$ cat src/rtl/alu_sched_pkg.sv
// Shared types for the two-requester ALU scheduler: op codes, FSM states and
// the registered response bundle. Used by alu_sched and alu_sched_alu.
package alu_sched_pkg;

  localparam int unsigned DATA_W = 32;
  localparam int unsigned N_REQ  = 2;

  typedef enum logic [2:0] {
    OP_AND  = 3'b000,
    OP_ADD  = 3'b001,
    OP_SUB  = 3'b010,
    OP_SLT  = 3'b011,
    OP_SRL  = 3'b100,
    OP_SRA  = 3'b101,
    OP_SLL  = 3'b110,
    OP_RSVD = 3'b111
  } op_e;

  typedef enum logic [1:0] {
    ST_IDLE = 2'd0,
    ST_EXEC = 2'd1,
    ST_RESP = 2'd2
  } state_e;

  typedef struct packed {
    logic              id;
    logic [DATA_W-1:0] z;
    logic              zero;
    logic              equal;
    logic              overflow;
    logic              err;
  } rsp_t;

endpackage

$ cat src/rtl/alu_sched_alu.sv
// Purely combinational 32-bit ALU shared by both requesters. The reserved
// op code yields a zero result with every flag cleared and err raised.
module alu_sched_alu
  import alu_sched_pkg::*;
(
  input  op_e               op_i,
  input  logic [DATA_W-1:0] x_i,
  input  logic [DATA_W-1:0] y_i,
  output logic [DATA_W-1:0] z_o,
  output logic              zero_o,
  output logic              equal_o,
  output logic              overflow_o,
  output logic              err_o
);

  logic [DATA_W-1:0] sum;
  logic [DATA_W-1:0] diff;
  logic [4:0]        shamt;

  assign sum   = x_i + y_i;
  assign diff  = x_i - y_i;
  assign shamt = y_i[4:0];

  // Result select, signed-overflow detection and flag generation
  always_comb begin
    z_o        = '0;
    overflow_o = 1'b0;
    err_o      = 1'b0;
    case (op_i)
      OP_AND: z_o = x_i & y_i;
      OP_ADD: begin
        z_o        = sum;
        overflow_o = (x_i[31] == y_i[31]) && (sum[31] != x_i[31]);
      end
      OP_SUB: begin
        z_o        = diff;
        overflow_o = (x_i[31] != y_i[31]) && (diff[31] != x_i[31]);
      end
      OP_SLT: z_o = {31'd0, ($signed(x_i) < $signed(y_i))};
      OP_SRL: z_o = x_i >> shamt;
      OP_SRA: z_o = $unsigned($signed(x_i) >>> shamt);
      OP_SLL: z_o = x_i << shamt;
      default: err_o = 1'b1;
    endcase
    zero_o  = !err_o && (z_o == '0);
    equal_o = !err_o && (x_i == y_i);
  end

endmodule

$ cat src/rtl/alu_sched.sv
// Two-requester scheduler around one shared ALU: IDLE -> EXEC -> RESP.
// Grant is fixed priority (requester 0 first) unless ALU_SCHED_RR_EN is
// defined, which enables round-robin arbitration with a last-grant register.
module alu_sched
  import alu_sched_pkg::*;
#(
  parameter int CNT_W = 16
) (
  input  logic                  clk,
  input  logic                  n_rst,
  input  logic [1:0]            req_valid,
  output logic [1:0]            req_ready,
  input  logic [1:0][31:0]      req_x,
  input  logic [1:0][31:0]      req_y,
  input  logic [1:0][2:0]       req_op,
  output logic                  rsp_valid,
  input  logic                  rsp_ready,
  output logic                  rsp_id,
  output logic [31:0]           rsp_z,
  output logic                  rsp_zero,
  output logic                  rsp_equal,
  output logic                  rsp_overflow,
  output logic                  rsp_err,
  output logic                  busy,
  output logic [1:0][CNT_W-1:0] done_cnt
);

  state_e                  state_q, state_d;
  logic                    grant;
  logic                    accept;
  logic                    rsp_fire;
  logic [31:0]             opx_q, opy_q;
  logic [2:0]              opc_q;
  logic                    opid_q;
  rsp_t                    rsp_q;
  rsp_t                    alu_res;
  logic [1:0][CNT_W-1:0]   cnt_q, cnt_d;

`ifdef ALU_SCHED_RR_EN
  logic last_q;

  // Round-robin: on contention favour whoever was not served last
  always_comb begin
    if (req_valid == 2'b11) grant = ~last_q;
    else                    grant = ~req_valid[0];
  end

  // Remember the winner of each accepted request
  always_ff @(posedge clk or negedge n_rst) begin
    if (!n_rst)      last_q <= 1'b1;
    else if (accept) last_q <= grant;
  end
`else
  // Fixed priority: requester 0 wins whenever it is asking
  always_comb begin
    grant = ~req_valid[0];
  end
`endif

  // Ready only toward the granted, valid requester while idle and out of reset
  always_comb begin
    req_ready = 2'b00;
    if (state_q == ST_IDLE && n_rst) req_ready[grant] = req_valid[grant];
  end

  assign accept    = |(req_valid & req_ready);
  assign rsp_valid = (state_q == ST_RESP);
  assign rsp_fire  = rsp_valid && rsp_ready;
  assign busy      = (state_q != ST_IDLE);

  // FSM state register
  always_ff @(posedge clk or negedge n_rst) begin
    if (!n_rst) state_q <= ST_IDLE;
    else        state_q <= state_d;
  end

  // FSM next state: one transaction in flight, EXEC always lasts one cycle
  always_comb begin
    state_d = state_q;
    case (state_q)
      ST_IDLE: if (accept)    state_d = ST_EXEC;
      ST_EXEC:                state_d = ST_RESP;
      ST_RESP: if (rsp_ready) state_d = ST_IDLE;
      default:                state_d = ST_IDLE;
    endcase
  end

  // Operand capture on accept; later input changes are ignored
  always_ff @(posedge clk or negedge n_rst) begin
    if (!n_rst) begin
      opx_q  <= '0;
      opy_q  <= '0;
      opc_q  <= '0;
      opid_q <= 1'b0;
    end else if (accept) begin
      opx_q  <= req_x[grant];
      opy_q  <= req_y[grant];
      opc_q  <= req_op[grant];
      opid_q <= grant;
    end
  end

  alu_sched_alu u_alu (
    .op_i       (op_e'(opc_q)),
    .x_i        (opx_q),
    .y_i        (opy_q),
    .z_o        (alu_res.z),
    .zero_o     (alu_res.zero),
    .equal_o    (alu_res.equal),
    .overflow_o (alu_res.overflow),
    .err_o      (alu_res.err)
  );
  assign alu_res.id = opid_q;

  // Result register loaded on the edge leaving EXEC, held through RESP
  always_ff @(posedge clk or negedge n_rst) begin
    if (!n_rst)                  rsp_q <= '0;
    else if (state_q == ST_EXEC) rsp_q <= alu_res;
  end

  assign rsp_id       = rsp_q.id;
  assign rsp_z        = rsp_q.z;
  assign rsp_zero     = rsp_q.zero;
  assign rsp_equal    = rsp_q.equal;
  assign rsp_overflow = rsp_q.overflow;
  assign rsp_err      = rsp_q.err;

  // Saturating per-requester completion counters
  always_comb begin
    cnt_d = cnt_q;
    for (int i = 0; i < 2; i++) begin
      if (rsp_fire && (rsp_q.id == 1'(i)) && (cnt_q[i] != {CNT_W{1'b1}}))
        cnt_d[i] = cnt_q[i] + CNT_W'(1);
    end
  end

  // Counter state register
  always_ff @(posedge clk or negedge n_rst) begin
    if (!n_rst) cnt_q <= '0;
    else        cnt_q <= cnt_d;
  end

  assign done_cnt = cnt_q;

endmodule

$ cat config.mk
export PLATFORM = sky130hd
export DESIGN_NAME = alu_sched
export DESIGN_NICKNAME = d
export VERILOG_FILES = /design/src/rtl/alu_sched_pkg.sv /design/src/rtl/alu_sched_alu.sv /design/src/rtl/alu_sched.sv
export SDC_FILE = /design/constraint.sdc
export NUM_CORES = 1
export LEC_CHECK = 0
export CORE_ASPECT_RATIO = 1.25
export CORE_UTILIZATION = 45
export CTS_BUF_LIST = sky130_fd_sc_hd__clkbuf_2
export CTS_CLUSTER_DIAMETER = 200
export DETAILED_ROUTE_END_ITERATION = 16
export GPL_ROUTABILITY_DRIVEN = 1
export GPL_TIMING_DRIVEN = 0
export PLACE_DENSITY_LB_ADDON = 0.25
export SKIP_CTS_REPAIR_TIMING = 1
export SYNTH_ARGS = -nofsm -noshare
export SYNTH_HDL_FRONTEND = slang
export SYNTH_SLANG_ARGS = --single-unit
$ cat constraint.sdc
create_clock -name clk -period 5.35 [get_ports clk]
set_clock_uncertainty 0.15 [all_clocks]
set_input_delay 1.07 -clock clk [delete_from_list [all_inputs] [get_ports clk]]
set_output_delay 1.07 -clock clk [all_outputs]
set_load 0.01 [all_outputs]
==> run summary <==
Status = complete, but fails checks
Failing checks = capacitance limit, slew limit, setup timing
Initial antenna violation count = 2
WS Path Type = reg -> reg
Sequential share of the synthesized area = 22.71%
Required @ worst endpoint = 6110 ps
Tot GR Track Use = 44.75%
Starting Density = 45.71%
Port buffer count = 210
Fmax = 0.1838 GHz
Filler Cells Inserted = 3191
CTS root buf = clkbuf_2
Hold Path Sink = rsp_z[11]
Initial DRC Count = 2379
Max-cap check violation count = 1
Slew headroom = -7.942%
HP Class = reg -> reg
Type of origin of the critical path = register
Slowest cell on the critical path = nor2_1
Reg2Reg Launch Point = opy_q[1]
Ys Warns = 0
Die height = 208.2 um
Crit-path cells = buf_12 > buf_6 > buf_2 > nor2_1 > mux2i_1 > o21ai_0 > o21ai_0 > o2111a_1 > o211ai_1 > a21oi_1 > a21oi_1 > or4_1 > or4b_1 > o41ai_2
Hold slack = 356.1 ps
Vias in the first global route = 16845
Cells after Synth = 1928
R2r worst-path depth = 14
Wire length per cell = 30.26 um
Cell area power density = 706.2 mW/mm^2
Drt pass-1 iters = 7
Routed vias = 17934
Row Count = 75
Area delta synth->final = 21.27%
Mapped Area = 0.01531 mm^2
Worst Path Arrival = 6200 ps
Ys async rst share = 100.0%
Mapped Nets = 2136
Die ar. = 0.03478 mm^2
H-tree depth = 4
Worst r2r dst = rsp_zero
I/O pins = 212
Count of cell types in the netlist = 89
Vias per inst = 6.869
Die W = 167.0 um
CTS clock-pin slew for the worst setup and hold paths = 330 ps
Buf+Inv Stages, Crit Path = 3
Final hold violations = 0
Core outline area = 0.03350 mm^2
Hold Path Stages = 2
Largest net degree at the start of global routing = 80
Clock buffer depth = 2
Clk_lat worst skew = 1050 ps
First-pass GRT wire length = 112700 um
Top delay family on crit path = simple AND/OR/NAND/NOR gates
Dpl ws = -1446 ps
R2r setup slk = -90 ps
Drt total wl = 79000 um
Worst-path fanout max = 10
Worst VDD drop = 379.3 uV
Synth Flop Type = dfrtp_1
FF+latch count, synth = 139
Commonest non-fill, non-tap cell in the layout = nor2_1
Final worst-path cycle share = 101.7%
Crit path time final = 5441 ps
Hold Path Origin = rsp_z[11]
Number of flops mapped to enable cells by yosys = 0
Peak per-stage delay on the critical path = 850 ps
Hpwl dp = 62540 um
Tightest Pin Transition = 1605 ps
Most frequent cells in the layout = nor2_1 (232), clkdlybuf4s50_1 (209), nand2_1 (175), a21oi_1 (173), mux2i_1 (149)
Nets@finish = 2379
Leakage Power = 0.007712 uW
Grt total ovfl = 0
Final setup TNS = -90.85 ps
TritonCTS Buffers = 17
Synthesized area per cell = 7.943 um^2
Worst setup EP type = register
PnR worst setup slack = -90.85 ps
# setup viols final = 1
GP Congestion = 1.062
Post-route ant nets = 0
Final slew viol count = 3
CTS tree = done
Share of layout cells above drive strength 1 = 9.803%
DRC errors left = 0
Num Clock Sinks = 139
==> worst max path at each step <==
stage                           to      from  depth (start not counted)
final                     rsp_zero  opy_q[1]                         14
after CTS                 rsp_zero  opy_q[2]                         18
after global routing      rsp_zero  opy_q[1]                         14
after global placement    opx_q[0]     n_rst                          8
after detailed placement  rsp_zero  opy_q[2]                         18
after floorplan           rsp_zero  opy_q[2]                         17
==> cell type report <==
cell class                 count  area, um^2  share of cell area (%)
multi-input combinational   1560       11070                   59.59
sequential                   139        3481                   18.74
timing repair buffer         227        2266                   12.20
buffer                       150       705.7                   3.800
tap                          423       529.3                   2.850
inverter                      76       299.0                   1.610
clock inverter                14       126.4                  0.6805
clock buffer                  17       85.08                  0.4582
antenna                        5       12.51                 0.06738
==> routing by layer <==
metal,GRT usage (%),up-vias,share of wire [%]
li1,-,7646,-
met1,51.31,8599,36
met2,72.77,1271,46
met3,11.30,418,10
met4,31.64,0,8.4
met5,0,-,0
==> kinds of logic (layout without fill, tap and decap cells) <==
logic type                 after synthesis  in the layout  share of synthesized area [%]
muxes                                  223            223                          18.27
other                                    0              5                              0
buffers and inverters                  229            484                          6.250
AOI/OAI and AO/OA                      549            549                          23.94
and+or+nand+nor                        669            669                          20.23
adders and majority gates               69             69                          5.736
DFF                                    139            139                          22.71
xor gates and xnor gates                50             50                          2.860
==> synth_stat cells (13+ instances only) <==
library cell,number,area [um^2]
a31oi_1,19,118.9
inv_1,72,270.3
a21oi_1,174,870.8
nor2b_1,18,112.6
nand2b_1,17,106.4
nor2_1,233,874.6
a211oi_1,26,195.2
a21o_1,19,142.6
o21ai_0,80,400.4
and3_1,23,143.9
mux4_2,42,945.9
nor3_1,53,265.3
a221oi_1,23,201.4
mux2i_1,149,1491
clkbuf_1,103,386.6
xnor2_1,37,324.1
nand2_1,175,656.9
o31ai_1,16,120.1
mux2_2,31,349.1
dfrtp_1,139,3478
o22ai_1,25,156.4
nand4_1,27,168.9
xor2_1,13,113.9
buf_2,22,110.1
ha_1,67,838.3
nand3_1,51,255.2
o211ai_1,22,165.2
==> state kept, by name, indices dropped and copies added, names as in the netlist <==
| signal | count |
|---|---|
| rsp_err | 1 |
| opc_q | 3 |
| rsp_overflow | 1 |
| opid_q | 1 |
| state_q | 2 |
| rsp_id | 1 |
| opx_q | 32 |
| done_cnt | 32 |
| rsp_z | 32 |
| rsp_zero | 1 |
| opy_q | 32 |
| rsp_equal | 1 |
==> through the flow <==
stage	instance area (um^2)	utilization, %	std cells	power [uW]
floorplan	15310	-	1928	7919
global placement	17940	53.56	2561	11490
detailed placement	17990	53.69	2563	11530
CTS	18200	54.32	2594	12240
global route	18570	55.43	2611	13550
finish	18570	55.43	2611	13110
==> worst reg2reg max path, stage by stage, from the launching register on <==
cell and delay (ps):
dfrtp_2 520, buf_12 170, buf_6 170, buf_2 240, nor2_1 860, mux2i_1 640
o21ai_0 240, o21ai_0 190, o2111a_1 340, o211ai_1 140, a21oi_1 150, a21oi_1 70
or4_1 550, or4b_1 580, o41ai_2 300
==> power breakdown <==
part	leakage, uW	internal, uW	switching (uW)
Clock	0.000125	143	534
Sequential	0.00168	1380	539
Combinational	0.00591	3700	6820
Power figures use the tool's default switching activity.
